[src/rtl/light_dance_pkg.sv]
// light_dance_pkg: shared run-mode, bounce-direction and PWM width definitions
package light_dance_pkg;
  typedef enum logic [1:0] {SHIFT = 2'b00, ROTL = 2'b01, ROTR = 2'b10, BOUNCE = 2'b11} mode_t;
  typedef enum logic {LEFT = 1'b0, RIGHT = 1'b1} dir_t;
  localparam int PWM_W = 4;
endpackage

[src/rtl/ld_tick_gen.sv]
// ld_tick_gen: step prescaler, ticks once every div+1 enabled cycles
module ld_tick_gen #(
  parameter int DIV_W = 16
) (
  input  logic             clk,
  input  logic             arst_n,
  input  logic             clr,
  input  logic             en,
  input  logic [DIV_W-1:0] div,
  output logic             tick
);
  logic [DIV_W-1:0] cnt_q, cnt_d;
  // >= lets a lowered div take effect on the next edge instead of wrapping
  always_comb begin
    tick  = en && !clr && (cnt_q >= div);
    cnt_d = (clr || tick) ? '0 : en ? cnt_q + 1'b1 : cnt_q;
  end
  // count register, synchronous active-low reset
  always_ff @(posedge clk) begin
    if (!arst_n) cnt_q <= '0;
    else cnt_q <= cnt_d;
  end
endmodule

[src/rtl/light_dance_seq.sv]
// light_dance_seq: lamp pattern sequencer (shift/rotate/bounce); LIGHT_DANCE_PWM_EN adds duty dimming
module light_dance_seq import light_dance_pkg::*; #(
  parameter int WIDTH = 8,
  parameter int DIV_W = 16
) (
  input  logic             clk,
  input  logic             arst_n,
  input  logic             load,
  input  logic [WIDTH-1:0] pdata,
  input  logic             din,
  input  logic [1:0]       mode,
  input  logic [DIV_W-1:0] div,
  input  logic             enable,
`ifdef LIGHT_DANCE_PWM_EN
  input  logic [PWM_W-1:0] duty,
`endif
  output logic [WIDTH-1:0] qdata,
  output logic             step_pulse
);
  logic [WIDTH-1:0] pat_q, pat_d, rotl, rotr;
  dir_t             dir_q, dir_d;
  logic             sp_q, sp_d, tick, turn;

  ld_tick_gen #(.DIV_W(DIV_W)) u_tick (
    .clk(clk), .arst_n(arst_n), .clr(load), .en(enable), .div(div), .tick(tick)
  );

  // next pattern and bounce direction; load beats any due step
  always_comb begin
    rotl  = {pat_q[WIDTH-2:0], pat_q[WIDTH-1]};
    rotr  = {pat_q[0], pat_q[WIDTH-1:1]};
    turn  = (dir_q == LEFT) ? pat_q[WIDTH-1] : pat_q[0];
    pat_d = pat_q;
    dir_d = dir_q;
    sp_d  = tick;
    if (load) begin
      pat_d = pdata;
      dir_d = LEFT;
    end else if (tick) begin
      case (mode_t'(mode))
        SHIFT:  pat_d = {din, pat_q[WIDTH-1:1]};
        ROTL:   pat_d = rotl;
        ROTR:   pat_d = rotr;
        BOUNCE: begin
          dir_d = turn ? dir_t'(~dir_q) : dir_q;
          pat_d = ((dir_q == RIGHT) ^ turn) ? rotr : rotl;
        end
        default: pat_d = pat_q;
      endcase
    end
  end

  // pattern, direction and strobe registers, synchronous active-low reset
  always_ff @(posedge clk) begin
    if (!arst_n) begin
      pat_q <= '0;
      dir_q <= LEFT;
      sp_q  <= 1'b0;
    end else begin
      pat_q <= pat_d;
      dir_q <= dir_d;
      sp_q  <= sp_d;
    end
  end

  assign step_pulse = sp_q;

`ifdef LIGHT_DANCE_PWM_EN
  logic [PWM_W-1:0] pwm_q, pwm_d;
  // free-running PWM phase counter
  always_comb pwm_d = pwm_q + 1'b1;
  // PWM register, synchronous active-low reset
  always_ff @(posedge clk) begin
    if (!arst_n) pwm_q <= '0;
    else pwm_q <= pwm_d;
  end
  assign qdata = pat_q & {WIDTH{pwm_q < duty}};
`else
  assign qdata = pat_q;
`endif
endmodule

[config.mk]
export PLATFORM = sky130hd
export DESIGN_NAME = light_dance_seq
export DESIGN_NICKNAME = d
export VERILOG_FILES = /design/src/rtl/light_dance_pkg.sv /design/src/rtl/ld_tick_gen.sv /design/src/rtl/light_dance_seq.sv
export SDC_FILE = /design/constraint.sdc
export NUM_CORES = 1
export LEC_CHECK = 0
export CORE_ASPECT_RATIO = 1.2
export CORE_MARGIN = 3
export CORE_UTILIZATION = 51
export DETAILED_ROUTE_END_ITERATION = 8
export DONT_BUFFER_PORTS = 1
export GPL_ROUTABILITY_DRIVEN = 1
export GPL_TIMING_DRIVEN = 0
export PLACE_DENSITY = 0.69
export SKIP_CTS_REPAIR_TIMING = 1
export SLEW_MARGIN = 20
export SYNTH_ARGS = -nofsm -noshare
export SYNTH_HDL_FRONTEND = slang
export SYNTH_HIERARCHICAL = 1
export SYNTH_SLANG_ARGS = --single-unit
[constraint.sdc]
create_clock -name clk -period 2.25 [get_ports clk]
set_input_delay 0.45 -clock clk [delete_from_list [all_inputs] [get_ports clk]]
set_output_delay 0.45 -clock clk [all_outputs]
set_load 0.005 [all_outputs]
# Word level (Yosys, flattened, before mapping)
# Index checks and enable logic that the tools add are counted.
# Widths: inputs -> output; s select.
# word_totals
regBits	26
word_cells	26
inputBits	31
# op_classes
n_reduce_logical	9
magnitude_cmp	1
muxes	5
n_eq_ne	3
bitwise	3
n_addsub	1
# op_table
cell	n
$pmux 8 s4	1
$mux 8	3
$add 16x1->16 const B	1
$ge 16x16->1	1
$eq 2x2->1 const B	2
$reduce_or 2->1	2
$reduce_and 3->1	1
$eq 2x1->1 const B	1
$logic_and 1x1->1	2
$logic_not 2->1	1
$not 1->1	2
$reduce_bool 2->1	1
$logic_not 1->1	1
$logic_or 1x1->1	1
$mux 1	1
$xor 1x1->1	1

# Logic depth before layout (Yosys ltp)
# Gate-level depths: netlist (run 1).
# logic_depth
word_depth	6
depth_mapped	11

# By module
# Netlist (run 1), hierarchy kept.
# by_module_without_submodules
mod	area_each_um2	cells_each	seq_area_each_um2	n_inst
ld_tick_gen	1275.0	139	320.3	1
light_dance_seq	716.9	89	200.2	1

# Worst setup path before layout (run 1)
# No wires, ideal clock.
# synth_timing
path_type	input port to flip-flop
start	input port div[13]
end	register pat_q[2], in the netlist qdata[2]
setup_slack_ns	-0.079
path_buffers	1
cell_stages	11
setup_ns	0.130
t_arrival_ns	2.199
required_ns	2.120
path_cell_list	inv_1 ha_1 a21oi_2 o21ai_1 nor4_4 o21ai_4 and3b_1 and3b_1 clkbuf_2 o2111ai_1 o211ai_1
# synth_via
elab_chain_len	3
# synth_lines
element	line_no	text
from (decl)	light_dance_seq.sv:12	input logic [DIV_W-1:0] div,
$ge 16x16->1	ld_tick_gen.sv:15	tick = en && !clr && (cnt_q >= div);
$logic_and 1x1->1	ld_tick_gen.sv:15	
net sp_d	light_dance_seq.sv:22	logic sp_q, sp_d, tick, turn;
$reduce_bool 2->1 (no source line)	--	
to (signal assigned)	light_dance_seq.sv:60	pat_q <= pat_d;
to (decl)	light_dance_seq.sv:20	logic [WIDTH-1:0] pat_q, pat_d, rotl, rotr;
# The timed path passes the listed nets, and every way through them passes these cells.
# A chain may end at the register's enable or synchronous reset.

# Worst setup path after layout (run 1)
# layout_timing
start	register u_tick.cnt_q[13]
end	register pat_q[7], in the netlist qdata[7]
# layout_via
elab_chain_len	3
# layout_lines
element	line_no	text
from (decl)	ld_tick_gen.sv:12	logic [DIV_W-1:0] cnt_q, cnt_d;
from (signal assigned)	ld_tick_gen.sv:21	else cnt_q <= cnt_d;
$ge 16x16->1	ld_tick_gen.sv:15	
$logic_and 1x1->1	ld_tick_gen.sv:15	
net sp_d	light_dance_seq.sv:22	
$reduce_bool 2->1 (no source line)	--	
# The timed path passes the listed nets, and every way through them passes these cells.

==> flow_summary.ini, run 1 <==
[logic_synthesis]
netlist.area_leader.share_pct = 26.1
netlist_instances = 228
yosys-top-cells-area = dfxtp_1 26%, ha_1 11%, a211oi_2 6.3%
ys_ff_latch = 26
synthTopCellsByCount = 26 x dfxtp_1, 21 x inv_1, 17 x ha_1
synth-main-ff-cell = dfxtp_1
yosysWarnings = 6
async_flop_share_pct = 0
synth_edf_count = 0
yosysTopAreaCell = dfxtp_1
yosysMostFrequentCell = dfxtp_1
yosysSeqAreaShare_pct = 26.1
synth_cell_type_count = 55
synth_nets = 276
synth.avg_cell_area_um2 = 8.74
post_synth_instance_area_um2 = 1990

[job]
cap_violations = 0

[timing]
hold_violations = 0
rsz0062_at_grt = yes
clock.fmax_mhz = 434
worst_slack_ns = -0.0557
slew_violations = 0
max_slew_margin_pct = 53.4
setup_viol = 7
post-route-min-period_ns = 2.31
worst_pin_slew_ns = 0.699
whs_ns = 0.300
finalCritPeriodShare_pct = 102
clock_skew_ns = 0.00288

[cells_and_area]
antenna_cells = 0
n_fill_cell = 307
nNetsFinal = 288
drive_above_1_share_pct = 30.5
instances_no_fill = 291
area_growth_pct = 19.0
seq_area_um2 = 534
multi_input_area_um2 = 1480
design_area_um2 = 2370

[critical_path]
crit_buf_inv = 0
critPathRequiredTime_ns = 2.47
crit_chain = ha_4 > nand4_1 > nor3_2 > nor4_4 > o21ai_4 > and3b_2 > or3b_4 > a21oi_2 > a41o_1
slowest_delay_ns = 0.40
cp_top_family = simple AND/OR/NAND/NOR gates
path_class = reg -> reg
cp_slowest_cell = or3b_4
arrival_ns = 2.53
endpoint_kind = flip-flop
crit_path_max_fanout = 4
cp-start-kind = flip-flop

[die]
fp.dieH_um = 74.5
top_level_ports = 40
coreArea_um2 = 3690
dieArea_um2 = 4690
die_w_um = 63.1
rows = 24
initial_core_util_pct = 53.9

[detailed_routing]
dr_total_vias = 1703
initialDrtViolationCount = 49
routed_wl_mm = 4.50
dr.pass1.iters = 4
avgRoutedWirePerCell_um = 15.5
ant_nets = 0
route.detailed.drc = 0
vias_per_cell = 5.85

[power]
p_seq_share_pct = 47.8
power_frac_clock_pct = 39.1
p_int_uw = 765
switching_power_uw = 233
comb_power_share_pct = 13.1
total_power_uw = 999
worst_ir_drop_vdd_uv = 361
p_sw_share_pct = 23.3
p_leak_uw = 0.000861
p_per_area_nw_per_um2 = 421

[placed_design]
hpwl_mm = 3.22
placed_cells = 280
dp_slack_ns = -0.371
place_area_um2 = 2090
gp_congestion = 0.846
io_buffers = 0

[status]
status = finished with violations
violations = setup timing

[global_route]
grt_start_max_net_pins = 16
track_usage_pct = 19.0
grt_pass1_wl_mm = 7.09
grt_overflow = 0
grt_pass1_vias = 1574
antenna_found_initial = 0

[clock_tree]
htree_levels = 1
path_clk_slew_ns = 0.09
clkSinkCount = 26
cts_made_buffers = 3
clock_path_buffers = 2
cts-root-buf = clkbuf_8
cts_tree = built
clock_latency_ns = 0.27

[min_path]
hp-class = in -> reg
-- cells in the final DEF (no fill, tap or decap), types with 7 or more instances in the layout --
| cell | Yosys | routed |
|---|---|---|
| o21ai_0 | 8 | 7 |
| ha_1 | 17 | 11 |
| nand4_1 | 7 | 7 |
| buf_4 | 1 | 8 |
| nand2_1 | 15 | 15 |
| nor2_1 | 10 | 9 |
| dfxtp_1 | 26 | 17 |
| a211oi_2 | 10 | 11 |
| xor2_1 | 10 | 10 |
| inv_1 | 21 | 20 |
| dfxtp_2 | 0 | 8 |
-- worst paths after layout --
check | from | endpoint | slack, ns | depth (start not counted)
setup / recovery | u_tick/cnt_q[13]$_SDFFE_PP0P_ | qdata[7]$_SDFFE_PN0P_ | -0.06 | 9
hold / removal | arst_n | qdata[0]$_SDFFE_PN0P_ | 0.30 | 1
setup reg to reg | u_tick/cnt_q[13]$_SDFFE_PP0P_ | qdata[7]$_SDFFE_PN0P_ | -0.06 | 9
hold reg to reg | u_tick/cnt_q[0]$_SDFFE_PP0P_ | u_tick/cnt_q[0]$_SDFFE_PP0P_ | 0.49 | 2
-- kinds of logic (layout without fill, tap and decap cells) --
kind of cell	after synthesis	in the layout	synth area share (%)
and+or+nand+nor	74	74	22.0
AOI/OAI and AO/OA	63	63	27.8
buffers and inverters	35	46	7.73
DFF	26	26	26.1
adders and majority gates	17	17	10.7
xor gates and xnor gates	13	13	5.72
-- layer usage --
metal,wire length (µm),vias up,GRT usage [%]
li1,-,855,-
met4,57,0,8.09
met2,2360,41,34.8
met1,1900,803,22.1
met5,0,-,0
met3,188,4,3.02
-- power by group through the flow --
stage | clock, µW | combinational (µW) | sequential (µW)
2_1_floorplan | 0 | 95.7 | 487
3_3_place_gp | 0 | 113 | 490
3_5_place_dp | 0 | 114 | 490
4_1_cts | 408 | 114 | 479
5_1_grt | 426 | 146 | 479
6_report | 390 | 131 | 477
-- per-stage QoR --
| stage | TNS, ns | utilization (%) |
|---|---|---|
| after floorplan | 0 | - |
| after global placement | -2.90 | 56.7 |
| after detailed placement | -2.99 | 56.7 |
| after CTS | -2.12 | 58.6 |
| after global routing | -1.28 | 64.2 |
| final | -0.236 | 64.2 |
-- flip-flops by register name (all words and copies together) (netlist names) --
register	flops
dir_q	1
step_pulse	1
qdata	8
u_tick/cnt_q	16
-- cell type report --
cell class	count	share of cell area, %
Clock inverter	1	1.27
Sequential cell	26	22.5
Clock buffer	3	1.74
Multi-Input combinational cell	167	62.3
Inverter	22	3.48
Tap cell	52	2.74
Buffer	13	3.69
Timing Repair Buffer	7	2.22
Power figures use the tool's default switching activity.
==> run 2: changes to the inputs <==
--- a/config.mk
+++ b/config.mk
@@ -12,8 +12,10 @@
 export DONT_BUFFER_PORTS = 1
 export GPL_ROUTABILITY_DRIVEN = 1
 export GPL_TIMING_DRIVEN = 0
+export HOLD_SLACK_MARGIN = 0.06
 export PLACE_DENSITY = 0.69
 export SKIP_CTS_REPAIR_TIMING = 1
+export SKIP_LAST_GASP = 1
 export SLEW_MARGIN = 20
 export SYNTH_ARGS = -nofsm -noshare
 export SYNTH_HDL_FRONTEND = slang
==> flow_summary.ini, run 2 (synthesized netlist as in run 1, its figures left out) <==
[die]
dieArea_um2 = 4690
fp.dieH_um = 74.5
rows = 24
coreArea_um2 = 3690
initial_core_util_pct = 53.9
die_w_um = 63.1
top_level_ports = 40

[clock_tree]
clkSinkCount = 26
cts_made_buffers = 3
clock_latency_ns = 0.27
clock_path_buffers = 2
htree_levels = 1
cts-root-buf = clkbuf_8
cts_tree = built
path_clk_slew_ns = 0.09

[job]
cap_violations = 0

[timing]
clock_skew_ns = 0.00421
max_slew_margin_pct = 52.9
worst_slack_ns = -0.0543
finalCritPeriodShare_pct = 102
worst_pin_slew_ns = 0.707
slew_violations = 0
rsz0062_at_grt = yes
hold_violations = 0
post-route-min-period_ns = 2.30
clock.fmax_mhz = 434
setup_viol = 7

[detailed_routing]
avgRoutedWirePerCell_um = 15.5
initialDrtViolationCount = 45
vias_per_cell = 5.88
dr_total_vias = 1710
route.detailed.drc = 0
ant_nets = 0
dr.pass1.iters = 4
routed_wl_mm = 4.52

[power]
worst_ir_drop_vdd_uv = 364
total_power_uw = 1000
p_leak_uw = 0.000861
p_per_area_nw_per_um2 = 423

[critical_path]
endpoint_kind = flip-flop
regToRegSetupSlack_ns = -0.05
path_class = reg -> reg
arrival_ns = 2.51
critPathRequiredTime_ns = 2.46
crit_path_max_fanout = 9
cp-start-kind = flip-flop

[placed_design]
hpwl_mm = 3.22
gp_congestion = 0.846
io_buffers = 0
dp_slack_ns = -0.371

[min_path]
hp-class = in -> reg

[cells_and_area]
final_util_pct = 64.1
nNetsFinal = 288
antenna_cells = 0
area_growth_pct = 18.8
regMostFlops = u_tick/cnt_q
layout_commonest_cell = inv_1
drive_above_1_share_pct = 30.1
layout_common_cells = 20 x inv_1, 17 x dfxtp_1, 15 x nand2_1, 11 x a211oi_2, 11 x ha_1
largest_reg_flops = 16

[global_route]
antenna_found_initial = 0
track_usage_pct = 19.0
grt_overflow = 0
grt_pass1_vias = 1574
grt_pass1_wl_mm = 7.09
grt_start_max_net_pins = 16

[status]
status = finished with violations
violations = setup timing
-- run 2: cell count changes in the layout (fill, tap and decap cells not counted) --
cell,previous run,this run
nand3_2,1,0
nand3_1,6,7
-- run 2: power by group --
part           switching (µW)  total [µW]  internal (µW)
combinational            71.4         131           59.7
clock                     154         392            238
sequential               9.99         478            468
-- run 2: worst max-delay path: stages (launching register included) --
cell and delay, ns:
dfxtp_2 0.36, ha_4 0.27, nand4_1 0.20, nor2_2 0.21
o2111ai_4 0.17, o21ai_4 0.21, and3b_2 0.25, and3b_1 0.19
buf_8 0.13, o2111ai_1 0.12, o211ai_1 0.11
-- run 2: metal layers --
| layer | vias to the layer above | GRT usage [%] | part of all wire (%) |
|---|---|---|---|
| li1 | 855 | - | - |
| met1 | 808 | 22.1 | 42 |
| met2 | 43 | 34.8 | 52 |
| met3 | 4 | 3.02 | 4.3 |
| met4 | 0 | 8.09 | 1.3 |
| met5 | - | 0 | 0 |
-- run 2: through the flow --
stage	cells	area (µm²)	hold WS (ns)	setup TNS, ns
after floorplan	228	2030	0.479	0
after global placement	280	2090	0.500	-2.90
after detailed placement	280	2090	0.500	-2.99
after CTS	284	2160	0.288	-2.12
after global routing	291	2370	0.286	-1.27
final	291	2370	0.300	-0.250
-- run 2: path summary, 6_finish.rpt --
| kind | start | endpoint | cells past startpoint |
|---|---|---|---|
| min | arst_n | qdata[0]$_SDFFE_PN0P_ | 1 |
| max reg2reg | u_tick/cnt_q[13]$_SDFFE_PP0P_ | qdata[3]$_SDFFE_PN0P_ | 10 |
| min reg2reg | u_tick/cnt_q[0]$_SDFFE_PP0P_ | u_tick/cnt_q[0]$_SDFFE_PP0P_ | 2 |
| max | u_tick/cnt_q[13]$_SDFFE_PP0P_ | qdata[3]$_SDFFE_PN0P_ | 10 |
-- run 2: layout make-up --
type | count | area (µm²)
clock inverter | 1 | 30.0
fill | 308 | 1330
multi-input combinational | 167 | 1470
inverter | 22 | 82.6
clock buffer | 3 | 41.3
tap | 52 | 65.1
buffer | 13 | 87.6
timing repair buffer | 7 | 52.6
sequential | 26 | 534
